### src/rtl/mem_pkg.sv
// Shared definitions for the MEM-stage load/store unit: funct3 size codes,
// response-register states and the bytes-per-access helper.
package mem_pkg;

    localparam logic [2:0] MEM_SZ_B  = 3'b000;
    localparam logic [2:0] MEM_SZ_H  = 3'b001;
    localparam logic [2:0] MEM_SZ_W  = 3'b010;
    localparam logic [2:0] MEM_SZ_D  = 3'b011;
    localparam logic [2:0] MEM_SZ_BU = 3'b100;
    localparam logic [2:0] MEM_SZ_HU = 3'b101;
    localparam logic [2:0] MEM_SZ_WU = 3'b110;

    typedef enum logic {
        RSP_EMPTY = 1'b0,
        RSP_FULL  = 1'b1
    } rsp_state_e;

    // Returns 0 for the reserved encoding 111.
    function automatic logic [3:0] mem_size_bytes(input logic [2:0] size);
        logic [3:0] n;
        case (size)
            MEM_SZ_B, MEM_SZ_BU:  n = 4'd1;
            MEM_SZ_H, MEM_SZ_HU:  n = 4'd2;
            MEM_SZ_W, MEM_SZ_WU:  n = 4'd4;
            MEM_SZ_D:             n = 4'd8;
            default:              n = 4'd0;
        endcase
        return n;
    endfunction

endpackage

### src/rtl/mem_lane_align.sv
// Combinational lane logic: byte enables, store-data shift, load-lane
// extraction with sign/zero extension, and misalign/illegal-size detection.
module mem_lane_align
    import mem_pkg::*;
#(
    parameter int W  = 32,
    parameter int LB = $clog2(W / 8)
) (
    input  logic [LB-1:0]  i_addr_lo,
    input  logic [2:0]     i_size,
    input  logic [W-1:0]   i_wdata,
    input  logic [W-1:0]   i_rword,
    output logic [W/8-1:0] o_be,
    output logic [W-1:0]   o_wdata,
    output logic [W-1:0]   o_rdata,
    output logic           o_misalign,
    output logic           o_illegal
);

    logic [3:0]   w_nbytes;
    logic [3:0]   w_lo4;
    logic [W-1:0] w_rshift;
    logic         w_sign;
    int           w_nbits;

    assign w_nbytes = mem_size_bytes(i_size);
    assign w_lo4    = 4'(i_addr_lo);

    // Doubleword and WU only exist on a 64-bit datapath.
    assign o_illegal = (i_size == 3'b111) ||
                       ((W == 32) && ((i_size == MEM_SZ_D) || (i_size == MEM_SZ_WU)));

    assign o_misalign = (w_nbytes != 4'd0) && ((w_lo4 & (w_nbytes - 4'd1)) != 4'd0);

    always_comb begin
        o_be = '0;
        for (int i = 0; i < W / 8; i++) begin
            o_be[i] = (i >= int'(w_lo4)) && (i < int'(w_lo4) + int'(w_nbytes));
        end
    end

    assign o_wdata  = i_wdata << {i_addr_lo, 3'b000};
    assign w_rshift = i_rword >> {i_addr_lo, 3'b000};

    always_comb begin
        w_nbits = 8 * int'(w_nbytes);
        w_sign  = 1'b0;
        o_rdata = w_rshift;
        if ((w_nbits > 0) && (w_nbits < W)) begin
            for (int i = 0; i < W; i++) begin
                if (i == w_nbits - 1) w_sign = w_rshift[i] & ~i_size[2];
            end
            for (int i = 0; i < W; i++) begin
                if (i >= w_nbits) o_rdata[i] = w_sign;
            end
        end
    end

endmodule

### src/rtl/mem_lsu.sv
// MEM-stage data memory with valid/ready load/store front end and a one-deep
// registered response. Optional macro MEM_LSU_MISALIGN_CHECK_EN faults misaligned accesses.
//
// state     | meaning
// RSP_EMPTY | no response held; a request is always accepted
// RSP_FULL  | response presented on o_rsp_*; held until i_rsp_ready
module mem_lsu
    import mem_pkg::*;
#(
    parameter int W = 32,
    parameter int D = 8
) (
    input  logic         i_clk,
    input  logic         i_reset_n,
    input  logic         i_req_valid,
    output logic         o_req_ready,
    input  logic         i_req_we,
    input  logic [D-1:0] i_req_addr,
    input  logic [2:0]   i_req_size,
    input  logic [W-1:0] i_req_wdata,
    output logic         o_rsp_valid,
    input  logic         i_rsp_ready,
    output logic [W-1:0] o_rsp_rdata,
    output logic         o_rsp_fault
);

    localparam int LB    = $clog2(W / 8);
    localparam int DEPTH = 2 ** (D - LB);

    logic [W-1:0]    r_mem [DEPTH];
    rsp_state_e      r_state;
    rsp_state_e      w_state_nxt;
    logic [W-1:0]    r_rsp_rdata;
    logic            r_rsp_fault;

    logic            w_accept;
    logic            w_fault;
    logic            w_misalign;
    logic            w_illegal;
    logic [LB-1:0]   w_addr_lo;
    logic [D-LB-1:0] w_word_idx;
    logic [W/8-1:0]  w_be;
    logic [W-1:0]    w_wdata;
    logic [W-1:0]    w_rdata;

`ifdef MEM_LSU_MISALIGN_CHECK_EN
    assign w_addr_lo = i_req_addr[LB-1:0];
`else
    // Clearing offset bits below the access size makes every access aligned.
    logic [LB-1:0] w_size_mask;
    assign w_size_mask = LB'(mem_size_bytes(i_req_size) - 4'd1);
    assign w_addr_lo   = i_req_addr[LB-1:0] & ~w_size_mask;
`endif

    assign w_word_idx  = i_req_addr[D-1:LB];
    assign o_rsp_valid = (r_state == RSP_FULL);
    assign o_req_ready = !o_rsp_valid || i_rsp_ready;
    assign w_accept    = i_req_valid && o_req_ready;
    assign w_fault     = w_misalign || w_illegal;

    mem_lane_align #(.W(W), .LB(LB)) u_align (
        .i_addr_lo  (w_addr_lo),
        .i_size     (i_req_size),
        .i_wdata    (i_req_wdata),
        .i_rword    (r_mem[w_word_idx]),
        .o_be       (w_be),
        .o_wdata    (w_wdata),
        .o_rdata    (w_rdata),
        .o_misalign (w_misalign),
        .o_illegal  (w_illegal)
    );

    always_ff @(posedge i_clk) begin
        if (!i_reset_n) r_state <= RSP_EMPTY;
        else            r_state <= w_state_nxt;
    end

    always_comb begin
        w_state_nxt = r_state;
        case (r_state)
            RSP_EMPTY: if (w_accept) w_state_nxt = RSP_FULL;
            RSP_FULL:  if (!w_accept && i_rsp_ready) w_state_nxt = RSP_EMPTY;
            default:   w_state_nxt = RSP_EMPTY;
        endcase
    end

    always_ff @(posedge i_clk) begin
        if (!i_reset_n) begin
            r_rsp_rdata <= '0;
            r_rsp_fault <= 1'b0;
        end else if (w_accept) begin
            r_rsp_rdata <= (i_req_we || w_fault) ? '0 : w_rdata;
            r_rsp_fault <= w_fault;
        end
    end

    // Array is not reset; writes are blocked while reset is asserted.
    always_ff @(posedge i_clk) begin
        if (i_reset_n && w_accept && i_req_we && !w_fault) begin
            for (int i = 0; i < W / 8; i++) begin
                if (w_be[i]) r_mem[w_word_idx][8*i +: 8] <= w_wdata[8*i +: 8];
            end
        end
    end

    assign o_rsp_rdata = r_rsp_rdata;
    assign o_rsp_fault = r_rsp_fault;

endmodule

### config.mk
export PLATFORM = sky130hd
export DESIGN_NAME = mem_lsu
export DESIGN_NICKNAME = d
export VERILOG_FILES = /design/src/rtl/mem_pkg.sv /design/src/rtl/mem_lane_align.sv /design/src/rtl/mem_lsu.sv
export SDC_FILE = /design/constraint.sdc
export NUM_CORES = 2
export LEC_CHECK = 0
export ABC_AREA = 1
export CAP_MARGIN = 20
export CORE_ASPECT_RATIO = 0.7
export CORE_UTILIZATION = 60
export DETAILED_ROUTE_END_ITERATION = 12
export PLACE_DENSITY = 0.73
export SYNTH_ARGS = -nofsm -noshare
export SYNTH_HDL_FRONTEND = slang
export SYNTH_SLANG_ARGS = --single-unit
### constraint.sdc
create_clock -name i_clk -period 8.4 [get_ports i_clk]
set_input_delay 1.68 -clock i_clk [delete_from_list [all_inputs] [get_ports i_clk]]
set_output_delay 1.68 -clock i_clk [all_outputs]
set_load 0.01 [all_outputs]
Word-level counts from Yosys, hierarchy flattened
Memory sizes are Yosys's and may differ from the RTL's.
Cells that the tools add are included.
{"block": "totals", "register_bits": 34, "ram_bits": 2048, "in_bits": 48, "output_inout_bits": 35, "wordCells": 234, "mem_count": 1}
{"block": "classes", "add_sub_neg": 3, "magnitude_cmp": 42, "eq_ne": 38, "shifts": 2, "mux": 82, "n_bitwise": 37, "reduce_logical": 26}
{"name": "r_mem", "words": 64, "word_bits": 32, "rd": 1, "rd_ports_with_merged_regs": 0, "write_ports": 1, "line": "mem_lsu.sv:30", "source": "logic [W-1:0] r_mem [DEPTH];"}
{"operator": "$eq A6 B32 Y1 const A", "n": 16}
{"operator": "$eq A5 B32 Y1 const A", "n": 8}
{"operator": "$eq A4 B32 Y1 const A", "n": 4}
{"operator": "$ge A5 B7 Y1 const A", "n": 16}
{"operator": "$mux W1", "n": 78}
{"operator": "$eq A3 B32 Y1 const A", "n": 2}
{"operator": "$lt A3 B32 Y1 const A", "n": 2}
{"operator": "$mux W32", "n": 2}
{"operator": "$ge A4 B7 Y1 const A", "n": 8}
{"operator": "$and A1 B1 Y1", "n": 32}
{"operator": "$eq A2 B32 Y1 const A", "n": 1}
{"operator": "$logic_not A32 Y1", "n": 1}
{"operator": "$lt A1 B32 Y1 const A", "n": 1}
{"operator": "$lt A2 B32 Y1 const A", "n": 1}
{"operator": "$shl A32 B5 Y32", "n": 1}
{"operator": "$shr A32 B5 Y32", "n": 1}
{"operator": "$ge A3 B7 Y1 const A", "n": 4}
{"operator": "$pmux W4 S4", "n": 1}
{"operator": "$ge A1 B7 Y1 const A", "n": 2}
{"operator": "$ge A2 B7 Y1 const A", "n": 2}
{"operator": "$eq A3 B3 Y1 const B", "n": 4}
{"operator": "$logic_and A1 B1 Y1", "n": 11}
{"operator": "$reduce_bool A4 Y1", "n": 2}
{"operator": "$sub A7 B1 Y8 const B", "n": 1}
{"operator": "other kinds (17)", "n": 29}

Logic depth before layout (Yosys ltp)
{"block": "depth", "depth_word": 43, "mapped_depth": 22, "depth_no_buf": 21}

By module
A second synthesis with hierarchy kept.
{"block": "unflattened", "hier_cells": 9110, "area_unflattened_um2": 90056.4}
{"mod": "mem_lsu", "instances": 1, "cells_each": 8815, "area_each_um2": 88437.3, "seq_area_each_um2": 62179.6}
{"mod": "mem_lane_align", "instances": 1, "cells_each": 295, "area_each_um2": 1619.1, "seq_area_each_um2": 0.0}

Worst setup path before layout
OpenSTA, ideal clock, no wires.
{"block": "synth_timing", "path_kind": "input port to flip-flop", "start": "input i_req_size[0]", "end": "memory r_mem[0][16] (data pin)", "setup_ns": 0.702, "arrival_time_ns": 5.943, "setup_slack_ns": 1.755, "path_stages": 11, "path_buffers": 2, "path_cell_list": "inv_1 > ha_1 > nor2_1 > inv_1 > nand3_1 > inv_2 > nor2_1 > clkbuf_1 > inv_1 > clkbuf_1 > o21ai_0"}
{"block": "synth_between", "elab_chain_cells": 7}
{"item": "start: declaration", "line": "mem_lsu.sv:19", "source": "input logic [2:0] i_req_size,"}
{"item": "$eq A3 B2 Y1 (tied with other cells)", "line": "mem_pkg.sv:21", "source": "case (size)"}
{"item": "$reduce_or A2 Y1", "line": "mem_pkg.sv:21"}
{"item": "$pmux W4 S4 *"}
{"item": "$sub A4 B1 Y4 *"}
{"item": "$not A2 Y2 *", "line": "mem_lsu.sv:52", "source": "assign w_addr_lo = i_req_addr[LB-1:0] & ~w_size_mask;"}
{"item": "$and A2 B2 Y2 *", "line": "mem_lsu.sv:52"}
{"item": "$shl A32 B5 Y32 *", "line": "mem_lane_align.sv:42", "source": "assign o_wdata = i_wdata << {i_addr_lo, 3'b000};"}
{"item": "net u_align.o_wdata[16]", "line": "mem_lane_align.sv:14", "source": "output logic [W-1:0] o_wdata,"}
{"item": "end: declaration", "line": "mem_lsu.sv:30"}
Mark *: on every way through the listed nets, which the timed path passes. The rest lies on a longest branch.

Final worst setup path
{"block": "layout_timing", "start": "input i_req_addr[3]", "end": "register r_rsp_rdata[1] (netlist: o_rsp_rdata[1])"}
{"block": "layout_between", "elab_chain_cells": 38}
{"item": "start: declaration", "line": "mem_lsu.sv:18", "source": "input logic [D-1:0] i_req_addr,"}
{"item": "$mem_v2 Z64 W32 *"}
{"item": "$shr A32 B5 Y32 *", "line": "mem_lane_align.sv:43", "source": "assign w_rshift = i_rword >> {i_addr_lo, 3'b000};"}
{"item": "$and A1 B1 Y1", "line": "mem_lane_align.sv:51", "source": "if (i == w_nbits - 1) w_sign = w_rshift[i] & ~i_size[2];"}
{"item": "$mux W1 (32 in a row)", "line": "mem_lane_align.sv:51"}
{"item": "$mux W1", "line": "mem_lane_align.sv:54", "source": "if (i >= w_nbits) o_rdata[i] = w_sign;"}
{"item": "$mux W32 *", "line": "mem_lane_align.sv:49", "source": "if ((w_nbits > 0) && (w_nbits < W)) begin"}
{"item": "$mux W32 *", "line": "mem_lsu.sv:92", "source": "r_rsp_rdata <= (i_req_we || w_fault) ? '0 : w_rdata;"}
{"item": "end signal: assignment", "line": "mem_lsu.sv:92"}
{"item": "end: declaration", "line": "mem_lsu.sv:33", "source": "logic [W-1:0] r_rsp_rdata;"}
Every way passes the cells marked *; elsewhere a longest branch is shown, timed or not.
A chain may end at the register's enable or synchronous reset.

==> results by group <==
Outcome
  – Outcome: finished, final reports clean

Clock network
  – Post-CTS setup buffers: 0
  – Later-pin clock latency in the skew report: 0.84 ns
  – CTS Hold Buffers Added: 0
  – Clock tree from TritonCTS: built
  – Clock transition at the registers of the reported paths: 0.06 ns
  – Cts bufs inserted: 181
  – CTS H-tree depth: 4
  – Root Buffer Master: sky130_fd_sc_hd__clkbuf_16
  – Buffer levels on the longest clock path: 3
  – Resized Gates After CTS: 0
  – Number of clock sinks: 2082

Flow run
  – Max-cap violation count: 0

Place
  – DP HPWL: 151000 um
  – GPL Wtd Cong: 0.991
  – Placed Cells incl. Taps: 7619
  – Placed cell areas: 83700 um^2
  – Quantity of I/O buffers inserted on ports: 82
  – Pre-CTS WS: 2.05 ns

STA
  – Final worst-path cycle share: 68.0%
  – Transition time at the pin with the least slew margin: 1.21 ns
  – Max Freq: 175 MHz
  – Clock Skews: 0.0331 ns
  – Hold_ws: 0.478 ns
  – Setup repair after global routing missed its margin: no
  – Final min period: 5.71 ns
  – Relative slew margins: 18.6%
  – Number of setup violations in the final report: 0
  – Post-route worst setup slack: 2.69 ns
  – Final Hold Vio Count: 0
  – Final setup TNS: 0 ns
  – Slew Viols, Final: 0

Detailed routing
  – Post-DRT Antenna Nets: 0
  – First-iteration detailed-routing DRC count: 8913
  – Drt total wl: 241000 um
  – Average vias per placed instance: 6.57
  – Final routed wire length divided by cell count: 30.3 um
  – DR pass1 iterations: 6
  – DRC violations left: 0
  – Vias after detailed routing: 52300

Setup path
  – Most frequent cell on the critical path: sky130_fd_sc_hd__nand2_1
  – Startpoint kind of the worst setup timing path: input port
  – Setup Crit Path Kind: input port to register
  – Slowest CP cell: sky130_fd_sc_hd__o31ai_1
  – Worst-path cell chain: buf_2 -> buf_4 -> nor2_4 -> buf_4 -> nand2_4 -> buf_4 -> o22ai_1 -> o31ai_1 -> nand2_1 -> nor2_1 -> nand2_1 -> nand2_1 -> nand2_1 -> inv_1 -> nand2_1 -> a21oi_1 -> nand2_1 -> a21oi_1
  – Crit Path Max Fanout: 50
  – Worst-case register-to-register setup slack: 4.93 ns
  – R2R cell count: 9
  – Kind of capture point of the worst setup path: register
  – FF-to-FF End: r_mem[61][18]
  – Data required, critical path: 9.17 ns
  – Arrival time of data at the critical path endpoint: 6.48 ns
  – Biggest cell delay along the critical path: 0.94 ns
  – Launching point of the worst reg2reg path: o_rsp_valid

Min path
  – Startpoint of the most critical hold path: o_rsp_rdata[7]
  – Capture endpoint of the worst hold path: o_rsp_rdata[7]
  – Hold WC Path Type: register to register
  – Number of instances on the worst hold path: 2

Pwr
  – Power share of the sequential group: 54.8%
  – Cell Int Power: 16.3 mW
  – Net switching power figure: 4.82 mW
  – P per Cell Area: 236 nW/um^2
  – Clk pwr share: 39.1%
  – Leakage Power: 30.4 nW
  – Maximum resistive drop on vdd: 206 uV
  – Relative contribution of combinational cells to total power: 6.2%
  – Switching power as a share of total power: 22.8%
  – Sum of internal, switching and leakage power: 21.1 mW

Global route
  – Largest net degree at the start of global routing: 92
  – Antenna violations before repair: 7
  – Number of global-route vias before repair: 48600
  – Wire length of the first global-routing pass: 342000 um
  – Total track usage: 35.7%
  – Total congestion overflow: 0

Synth
  – Post-synthesis register bit count: 2082
  – Yosys top cell by area: sky130_fd_sc_hd__edfxtp_1
  – Combinational family with the most area after synthesis: simple AND/OR/NAND/NOR gates
  – Commonest cells in the synthesized netlist: 2048 x sky130_fd_sc_hd__edfxtp_1, 1499 x sky130_fd_sc_hd__nand2_1, 615 x sky130_fd_sc_hd__nor2_1
  – Syn. warnings: 0
  – Number of instances in the synthesized netlist: 5966
  – Cell with the most instances after synthesis: sky130_fd_sc_hd__edfxtp_1
  – Synthesized area: 80300 um^2
  – Post-synthesis simple-gate area fraction: 12.4%
  – Post-synthesis share of cell area spent on full adders, half adders and majority gates: 0.140%
  – Top-area cell type share of the netlist area: 76.6%
  – Xor/xnor share of the synthesized area: 0.0109%
  – Most used flip-flop cell after synthesis: sky130_fd_sc_hd__edfxtp_1
  – Post-synth cell types: 49
  – Synth Area in Compound Gates: 7.25%
  – Share of synthesized flip-flops with an asynchronous set or reset: 0%
  – Share of the yosys chip area belonging to registers: 77.4%
  – Number of enable flip-flop cells after synthesis: 2048
  – Synthesized net count: 6023
  – Largest cells by area after synthesis: sky130_fd_sc_hd__edfxtp_1 77%, sky130_fd_sc_hd__nand2_1 7.0%, sky130_fd_sc_hd__nor2_1 2.9%, sky130_fd_sc_hd__o22ai_1 2.5%, sky130_fd_sc_hd__o21ai_0 0.97%
  – Mean instance size in the synthesized netlist: 13.5 um^2
  – Multiplexer fraction of the synthesized cell area: 0.0498%

Floorplan
  – Die H: 308 um
  – Area of the die: 135000 um^2
  – Num ports: 83
  – Die X: 439 um
  – Starting utilization of the core area: 60.9%
  – Floorplan core area: 132000 um^2
  – Number of placement rows: 111

Layout
  – Nets@finish: 6118
  – Non-Filler Instances: 7966
  – Share of cells above drive strength 1: 8.22%
  – Layout Utilization: 67.9%
  – Post-route standard cell area excluding fillers: 89600 um^2
  – Area growth syn-to-layout: 11.5%
## worst max-delay path: cells and delay by family
family | cells | cell delay, ns
simple gates | 9 | 1.58
buf+inv | 5 | 1.78
compound gates | 4 | 1.31
## area by class of cell
class / instances / area [um^2]
repair buffers: 230 / 2150
inverters: 193 / 734
multi-input cells: 3373 / 16500
clock buffers: 230 / 4760
diodes: 2 / 5.00
fillers: 8784 / 42200
well taps: 1751 / 2190
flip-flops and latches: 2082 / 62200
clock inverters: 105 / 1020
## worst max path at each step
stage	from	endpoint	slack, ns	cells past startpoint
after CTS	i_req_size[0]	r_mem[29][27]	2.97	12
after floorplan	i_req_size[0]	r_mem[0][16]	1.76	11
after detailed placement	i_req_size[0]	r_mem[28][27]	2.05	12
final	i_req_addr[3]	o_rsp_rdata[1]	2.69	18
after global routing	i_req_size[0]	r_mem[3][27]	2.66	12
after global placement	i_req_addr[3]	o_rsp_rdata[0]	1.65	12
## kinds of logic (layout without fill, tap and decap cells)
group / count (synthesis) / count (layout)
AO/OA/AOI/OAI: 892 / 892
flip-flops: 2082 / 2082
AND/OR/NAND/NOR: 2467 / 2467
adder cells (fa/ha/maj): 9 / 9
XOR/XNOR: 1 / 1
other: 0 / 2
buffers and inverters: 511 / 758
multiplexers: 4 / 4
## sequential cells by signal, indices dropped and copies added, names as in the netlist
name         cells
o_rsp_fault      1
o_rsp_rdata     32
r_mem         2048
o_rsp_valid      1
## cells in the final DEF (no fill, tap or decap), types with 106 or more instances in the layout
master	instances
sky130_fd_sc_hd__nand2_1	1496
sky130_fd_sc_hd__nand3_1	135
sky130_fd_sc_hd__o21ai_0	151
sky130_fd_sc_hd__edfxtp_1	2048
sky130_fd_sc_hd__inv_1	185
sky130_fd_sc_hd__nor2_1	595
sky130_fd_sc_hd__nand4_1	106
sky130_fd_sc_hd__buf_4	122
sky130_fd_sc_hd__o22ai_1	323
sky130_fd_sc_hd__clkbuf_16	183
## power by group through the flow
stage                     registers (mW)  clock network [mW]  logic (mW)
after detailed placement            11.8                   0        1.24
after global routing                11.6                8.62        1.36
final                               11.6                8.25        1.30
after floorplan                     11.8                   0       0.632
after global placement              11.8                   0        1.22
after CTS                           11.6                8.25        1.25
## layer usage
layer	GRT usage (%)	wire length [um]
met1	52.2	90500
met3	14.6	43000
met2	47.6	97800
met5	0	192
met4	14.3	9920
Note: power is estimated with default switching activity, not from simulation.
